==> src/rtl/neuron_pkg.sv <==
// Purpose: shared FSM encoding and default widths for the neuron accumulator.
// Latency: n/a (declarations only).
// Backpressure: n/a.
package neuron_pkg;

    localparam int DEF_DW   = 24;  // data / accumulator width
    localparam int DEF_WW   = 16;  // weight width
    localparam int DEF_FRAC = 8;   // fractional bits of the weight
    localparam int DEF_CW   = 8;   // term-count width

    typedef enum logic [1:0] {
        IDLE  = 2'd0,
        ACCUM = 2'd1,
        ACT   = 2'd2,
        DONE  = 2'd3
    } state_t;

endpackage

==> src/rtl/mac_step.sv <==
// Purpose: one multiply-accumulate step, y = x + ((a*b) >>> FRAC) truncated to DW.
// Latency: combinational, zero cycles.
// Backpressure: none; pure function of its inputs.
// Ports: a (signed activation), b (signed weight), x (running sum), y (next sum).
module mac_step
    import neuron_pkg::*;
#(
    parameter int DW   = DEF_DW,
    parameter int WW   = DEF_WW,
    parameter int FRAC = DEF_FRAC
) (
    input  logic signed [DW-1:0] a,
    input  logic signed [WW-1:0] b,
    input  logic        [DW-1:0] x,
    output logic        [DW-1:0] y
);

    logic signed [DW+WW-1:0] prod;
    logic        [DW-1:0]    scaled;

    // Full-precision signed product, then arithmetic shift drops the weight's
    // fractional bits; the high bits are discarded and the add wraps.
    assign prod   = a * b;
    assign scaled = DW'(prod >>> FRAC);
    assign y      = x + scaled;

endmodule

==> src/rtl/neuron_accumulator.sv <==
// Purpose: evaluates one neuron: acc = bias + sum(A*b >> FRAC), optional ReLU.
// Latency: out_valid rises 2 cycles after the final term is accepted.
// Backpressure: stalls on in_valid low; holds result in DONE until out_ready.
// Ports: clk/rst (async active-high); start/mode/len/bias0/bias1/relu_en
//        sampled on start in IDLE; in_valid/in_ready term handshake with a0/a1/b;
//        out_valid/out_ready result handshake with out; busy = not IDLE.
module neuron_accumulator
    import neuron_pkg::*;
#(
    parameter int DW   = DEF_DW,
    parameter int WW   = DEF_WW,
    parameter int FRAC = DEF_FRAC,
    parameter int CW   = DEF_CW
) (
    input  logic          clk,
    input  logic          rst,
    input  logic          start,
    input  logic          mode,
    input  logic [CW-1:0] len,
    input  logic [DW-1:0] bias0,
    input  logic [DW-1:0] bias1,
    input  logic          relu_en,
    input  logic          in_valid,
    output logic          in_ready,
    input  logic [DW-1:0] a0,
    input  logic [DW-1:0] a1,
    input  logic [WW-1:0] b,
    output logic          out_valid,
    input  logic          out_ready,
    output logic [DW-1:0] out,
    output logic          busy
);

    state_t        state_q, state_d;
    logic [DW-1:0] acc_q,   acc_d;
    logic [CW-1:0] count_q, count_d;
    logic [CW-1:0] len_q,   len_d;
    logic          mode_q,  mode_d;
    logic          relu_q,  relu_d;
    logic [DW-1:0] out_q,   out_d;

    logic [DW-1:0] term_a;
    logic [DW-1:0] acc_next;
    logic          accept;
    logic          last_term;

    assign term_a = mode_q ? a1 : a0;
    assign accept = in_valid && in_ready;

    mac_step #(
        .DW   (DW),
        .WW   (WW),
        .FRAC (FRAC)
    ) u_mac (
        .a (term_a),
        .b (b),
        .x (acc_q),
        .y (acc_next)
    );

    // Leave ACCUM on the same edge that takes the final term so the result
    // appears two cycles later; len = 0 leaves after one cycle in ACCUM.
    assign last_term = (count_q == len_q) ||
                       (accept && ((count_q + CW'(1)) == len_q));

    always_comb begin
        state_d = state_q;
        acc_d   = acc_q;
        count_d = count_q;
        len_d   = len_q;
        mode_d  = mode_q;
        relu_d  = relu_q;
        out_d   = out_q;
        case (state_q)
            IDLE: begin
                if (start) begin
                    mode_d  = mode;
                    len_d   = len;
                    relu_d  = relu_en;
                    acc_d   = mode ? bias1 : bias0;
                    count_d = '0;
                    state_d = ACCUM;
                end
            end
            ACCUM: begin
                if (accept) begin
                    acc_d   = acc_next;
                    count_d = count_q + CW'(1);
                end
                if (last_term) begin
                    state_d = ACT;
                end
            end
            ACT: begin
                out_d   = (relu_q && acc_q[DW-1]) ? '0 : acc_q;
                state_d = DONE;
            end
            DONE: begin
                // start here is deliberately dropped, even on the handshake cycle
                if (out_ready) begin
                    state_d = IDLE;
                end
            end
            default: state_d = IDLE;
        endcase
    end

    always_ff @(posedge clk or posedge rst) begin
        if (rst) begin
            state_q <= IDLE;
            acc_q   <= '0;
            count_q <= '0;
            len_q   <= '0;
            mode_q  <= 1'b0;
            relu_q  <= 1'b0;
            out_q   <= '0;
        end else begin
            state_q <= state_d;
            acc_q   <= acc_d;
            count_q <= count_d;
            len_q   <= len_d;
            mode_q  <= mode_d;
            relu_q  <= relu_d;
            out_q   <= out_d;
        end
    end

    // Status outputs decode straight from flops, so reset clears them at once.
    assign in_ready  = (state_q == ACCUM) && (count_q < len_q);
    assign out_valid = (state_q == DONE);
    assign busy      = (state_q != IDLE);
    assign out       = out_q;

endmodule
==> config.mk <==
export PLATFORM = sky130hd
export DESIGN_NAME = neuron_accumulator
export DESIGN_NICKNAME = d
export VERILOG_FILES = /design/src/rtl/neuron_pkg.sv /design/src/rtl/mac_step.sv /design/src/rtl/neuron_accumulator.sv
export SDC_FILE = /design/constraint.sdc
export NUM_CORES = 1
export LEC_CHECK = 0
export BUFFER_PORTS_ARGS = -buffer_cell sky130_fd_sc_hd__buf_4
export CAP_MARGIN = 20
export CORE_UTILIZATION = 25
export DETAILED_ROUTE_END_ITERATION = 6
export PLACE_DENSITY = 0.42
export REMOVE_ABC_BUFFERS = 1
export SYNTH_ARGS = -nofsm -noshare
export SYNTH_HDL_FRONTEND = slang
export SYNTH_HIERARCHICAL = 1
export SYNTH_SLANG_ARGS = --single-unit
==> constraint.sdc <==
create_clock -name clk -period 9.6 [get_ports clk]
set_clock_uncertainty 0.1 [all_clocks]
set_input_delay 0 -clock clk [delete_from_list [all_inputs] [get_ports clk]]
set_output_delay 0 -clock clk [all_outputs]
set_load 0.005 [all_outputs]
; Word-level counts from Yosys, hierarchy flattened
; Index checks and enable logic that the tools add are counted.
[totals]
output_inout_bits = 27
reg_bits = 68
input_bits = 127
word_cells = 44
[classes]
add_sub_neg = 2
eq_ne = 9
n_mul = 1
magnitude_cmp = 1
mux = 13
n_reduce_logical = 11
[ops]
columns = cell, count
row1 = 24-bit two-way mux, 5
row2 = 24-bit one-hot mux with 2 select lines, 1
row3 = 24-bit by 16-bit multiplier with 32-bit output, 1
row4 = 24-bit adder, 1
row5 = 8-bit equality test, 2
row6 = 8-bit two-way mux, 2
row7 = 8-bit one-hot mux with 2 select lines, 1
row8 = "8-bit by 1-bit adder with 8-bit output, second input constant", 1
row9 = 8-bit < comparator, 1
row10 = 2-bit one-hot mux with 4 select lines, 1
row11 = 2-bit two-way mux, 3
row12 = "2-bit inequality test, second input constant", 3
row13 = 3-bit AND reduction, 2
row14 = "2-bit equality test, second input constant", 2
row15 = 1-bit logical AND, 4
row16 = 2-bit nonzero test, 2
row17 = "2-bit by 1-bit equality test with 1-bit output, second input constant", 1
row18 = 2-bit zero test, 1
row19 = "2-bit by 1-bit inequality test with 1-bit output, second input constant", 1
row20 = 2-bit AND reduction, 1
row21 = 1-bit logical OR, 1

; Depth between registers and ports, before layout
[logic_depth]
depth_word = 7
depth_mapped = 38
ltp_nobuf = 35

; Modules after synthesis
; Netlist, hierarchy kept.
[modules_own_cells]
columns = mod, n_inst, cells_each, seq_area_each_um2, area_each_um2
row1 = mac_step, 1, 1426, 0.0, 12324.3
row2 = neuron_accumulator, 1, 445, 1701.6, 4247.8

; Worst setup path before layout
; Ideal clock, no wire load.
[synth_timing]
path_kind = reg-to-reg
from = reg mode_q
to = reg acc_q[23]
required_ns = 9.375
synth_period_minus_slack_ns = 8.578
setup_ns = 0.125
arrival_time_ns = 8.353
slack_ns = 1.022
stages_incl_launch_ff = 38
n_path_buf = 4
cell_sequence = dfrtp_1 clkbuf_1 buf_1 mux2_2 clkbuf_1 and2_1 fa_1 inv_1 fa_1 fa_1 inv_1 fa_1 fa_1 inv_1 fa_1 inv_1 ha_1 nand4_1 [... 2 more ...] a21oi_2 and2_1 o21ai_0 o31ai_1 o21ai_0 ha_1 clkbuf_1 inv_1 a211oi_1 a21boi_0 a21oi_1 a21oi_1 a41oi_1 a21oi_1 xnor3_1 nand2_1 o21ai_0 mux2_2
[synth_between]
elab_chain_len = 5
[synth_rtl]
columns = item, line
row1 = from (decl), neuron_accumulator.sv:38  ; logic mode_q, mode_d;
row2 = from (signal assigned), neuron_accumulator.sv:122  ; mode_q <= mode_d;
row3 = 24-bit two-way mux, neuron_accumulator.sv:47  ; assign term_a = mode_q ? a1 : a0;
row4 = net term_a[11], neuron_accumulator.sv:42  ; logic [DW-1:0] term_a;
row5 = 24-bit by 16-bit multiplier with 32-bit output, mac_step.sv:23  ; assign prod = a * b;
row6 = 24-bit adder, mac_step.sv:25  ; assign y = x + scaled;
row7 = net acc_next[23], neuron_accumulator.sv:43  ; logic [DW-1:0] acc_next;
row8 = 24-bit two-way mux, neuron_accumulator.sv:86  ; if (accept) begin
row9 = 24-bit one-hot mux with 2 select lines, neuron_accumulator.sv:74  ; case (state_q)
row10 = to (signal assigned), neuron_accumulator.sv:111  ; acc_q <= '0;
row11 = to (signal assigned), neuron_accumulator.sv:119  ; acc_q <= acc_d;
row12 = to (decl), neuron_accumulator.sv:35  ; logic [DW-1:0] acc_q, acc_d;
; The timed path passes the listed nets, and every way through them passes these cells. The select of a mux whose other input is x is not followed.
; A chain may end at the register's enable or synchronous reset.

; Final worst setup path
; Ends and elaborated chain as after synthesis.

==> flow_summary.yaml <==
logic_synthesis:
  synth_most_common_cell: "inv_1"
  syn_area_per_cell_um2: 8.86
  synth_edf_count: 0
  ys_top_cells_by_count: "403 x inv_1, 299 x fa_1, 272 x nand2_1"
  syn_inst: 1871
  yosysWarnings: 6
  synthArstFlopShare_pct: 100
  syn_area_um2: 16600
  yosysSeqAreaShare_pct: 10.3
  yosys-top-cells-area: "fa_1 36%, dfrtp_1 10%, ha_1 9.4%, inv_1 9.1%, nand2_1 6.2%"
  synth_cell_types: 69
  synth_top_area_share_pct: 36.1
  synth_flop_cell: "dfrtp_1"
  yosysTopAreaCell: "fa_1"
  synth_seq_cells: 68
place:
  post-place-cells: 2813
  routabilityCongestion: 0.814
  dp_hpwl_um: 38900
  numPortBuffers: 153
  pre_cts_slack_ns: 0.447
route:
  route.met2.wl_um: 21800
  ant_nets: 0
  wl_per_cell_um: 16.6
  routed_wl_um: 47300
  viasPerCell: 4.37
  drc: 0
  first_pass_iters: 5
  m1WireLength_um: 23600
  dr_wl_met3_um: 1350
  drtIter0Drc: 550
  dr.max_layer_used: "met4"
  vias: 12400
floorplan:
  dieWidth_um: 259
  num_rows: 94
  die-height_um: 259
  ios: 154
  placeableCoreArea_um2: 65600
  dieArea_um2: 67300
  initial_core_util_pct: 25.3
worst_setup_path:
  cp.required_ns: 9.73
  critical_path_buf_inv_count: 5
  endpoint_kind: "flop"
  crit_path_start: "mode_q$_DFFE_PP0P_"
  cp_slowest_cell: "fa_1"
  cpMostUsedCell: "fa_1"
  start_kind: "flop"
  critical_path.top_delay_family: "adder cells"
  crit_arrival_ns: 9.12
  path_max_fanout: 24
  path_class: "reg2reg"
  reg2reg_from: "mode_q$_DFFE_PP0P_"
  critPathMaxStageDelay_ns: 0.56
clocking:
  cts.sinks: 68
  htree_levels: 3
  numCtsBuffers: 9
  clockBufferDepth: 2
  cts-root-buf: "clkbuf_16"
  clk_latency_ns: 0.34
  tritoncts: "done"
  clkTransAtPathRegs_ns: 0.06
grt:
  antenna_found_initial: 0
  grt.overflow.total: 0
  grt_pass1_vias: 13200
  grt.total_usage_pct: 14.5
  grt_first_pass_wirelength_um: 75900
  grt_max_degree: 69
flow_run:
  cap_viol_max_count: 0
sta:
  tns_ns: 0
  worst_pin_slew_ns: 0.966
  slew_viol_final: 0
  setup_slack_ns: 0.610
  fin_crit_ns: 8.99
  maxSlewHeadroom_pct: 35.6
  period_share_pct: 93.6
  fmax_mhz: 111
  hold_violations: 0
  setup_violations: 0
hold_path:
  hp-class: "in2reg"
  hold_start: "bias1[0]"
finish:
  final_util_pct: 28.9
  nets: 2524
  area_growth_pct: 14.5
  multi_input_area_um2: 13000
  n_antenna_cell: 0
  seq_area_um2: 1700
  fillers: 7018
  stdcell_count: 2841
  drive_gt1_share_pct: 13.1
outcome:
  status: "completed"
==> logic make-up (layout without fill, tap and decap cells) <==
kind of cell / after synthesis / count (layout) / share of synthesized area (%)
and+or+nand+nor: 544 / 544 / 15.8
buffers and inverters: 489 / 595 / 11.3
adders and majority gates: 424 / 424 / 45.6
AOI/OAI and AO/OA: 180 / 180 / 7.01
muxes: 93 / 93 / 6.06
xor gates and xnor gates: 73 / 73 / 3.94
DFF: 68 / 68 / 10.3
==> per-stage QoR <==
step                      hold slack (ns)  instance area, µm²
after floorplan                    0.0506               16200
after global placement              0.134               18500
after global routing               0.0489               19000
after detailed placement            0.139               18500
final                             0.00960               19000
after CTS                         0.00103               18900
==> metal layers <==
layer | GRT usage, % | vias to the layer above
li1 | - | 5890
met1 | 21.4 | 6294
met2 | 23.2 | 196
met3 | 1.39 | 25
met4 | 2.30 | 0
met5 | 0 | -
==> layout by cell type, fill, tap and decap left out, drive strengths merged, types with 15 or more instances in the layout <==
master	count
mux2	59
nor2	37
a21oi	42
xor2	21
dfrtp	68
xnor2	51
ha	125
nand2	272
buf	163
and2	144
inv	403
nor2b	15
mux2i	34
o21ai	72
nor3	15
fa	299
a21o	15
==> layout make-up <==
type / count / area share, %
multi-input cells: 1314 / 68.7
flip-flops and latches: 68 / 8.96
inverters: 403 / 7.97
repair buffers: 177 / 7.24
well taps: 864 / 5.69
clock buffers: 11 / 1.33
clock inverters: 4 / 0.132
==> registers in the layout, summed over array words and instances, names as in the netlist <==
signal and cells:
relu_q 1, count_q 8, mode_q 1, state_q 2, len_q 8, out 24
acc_q 24
==> path summary, 6_finish.rpt <==
check                                        endpoint  slack [ns]  cells after the start
min in group asynchronous          out[0]$_DFFE_PP0P_        0.41                      4
worst min-delay path             acc_q[0]$_DFFE_PP0P_        0.01                      4
worst max register to register  acc_q[23]$_DFFE_PP0P_        0.61                     34
worst max-delay path            acc_q[23]$_DFFE_PP0P_        0.61                     34
max in group asynchronous         out[20]$_DFFE_PP0P_        8.34                      4
worst min register to register    out[23]$_DFFE_PP0P_        0.42                      1
==> tightest hold or removal path, delay by kind of cell <==
family	cells	cell delay, ns
buffers and inverters	1	0.08
multiplexers	2	0.20
AO/OA/AOI/OAI	1	0.14
==> timing repair <==
item / in CTS / in global routing
hold buffers: 13 / 0
buffers inserted: 0 / 0
hold endpoints to repair: 80 / 0
setup endpoints to repair: 0 / 1
resized for setup: 0 / 10
Power is left out: the tool's default activity adds up to more than one toggle a clock period on the data nets, which glitch-free logic cannot reach.
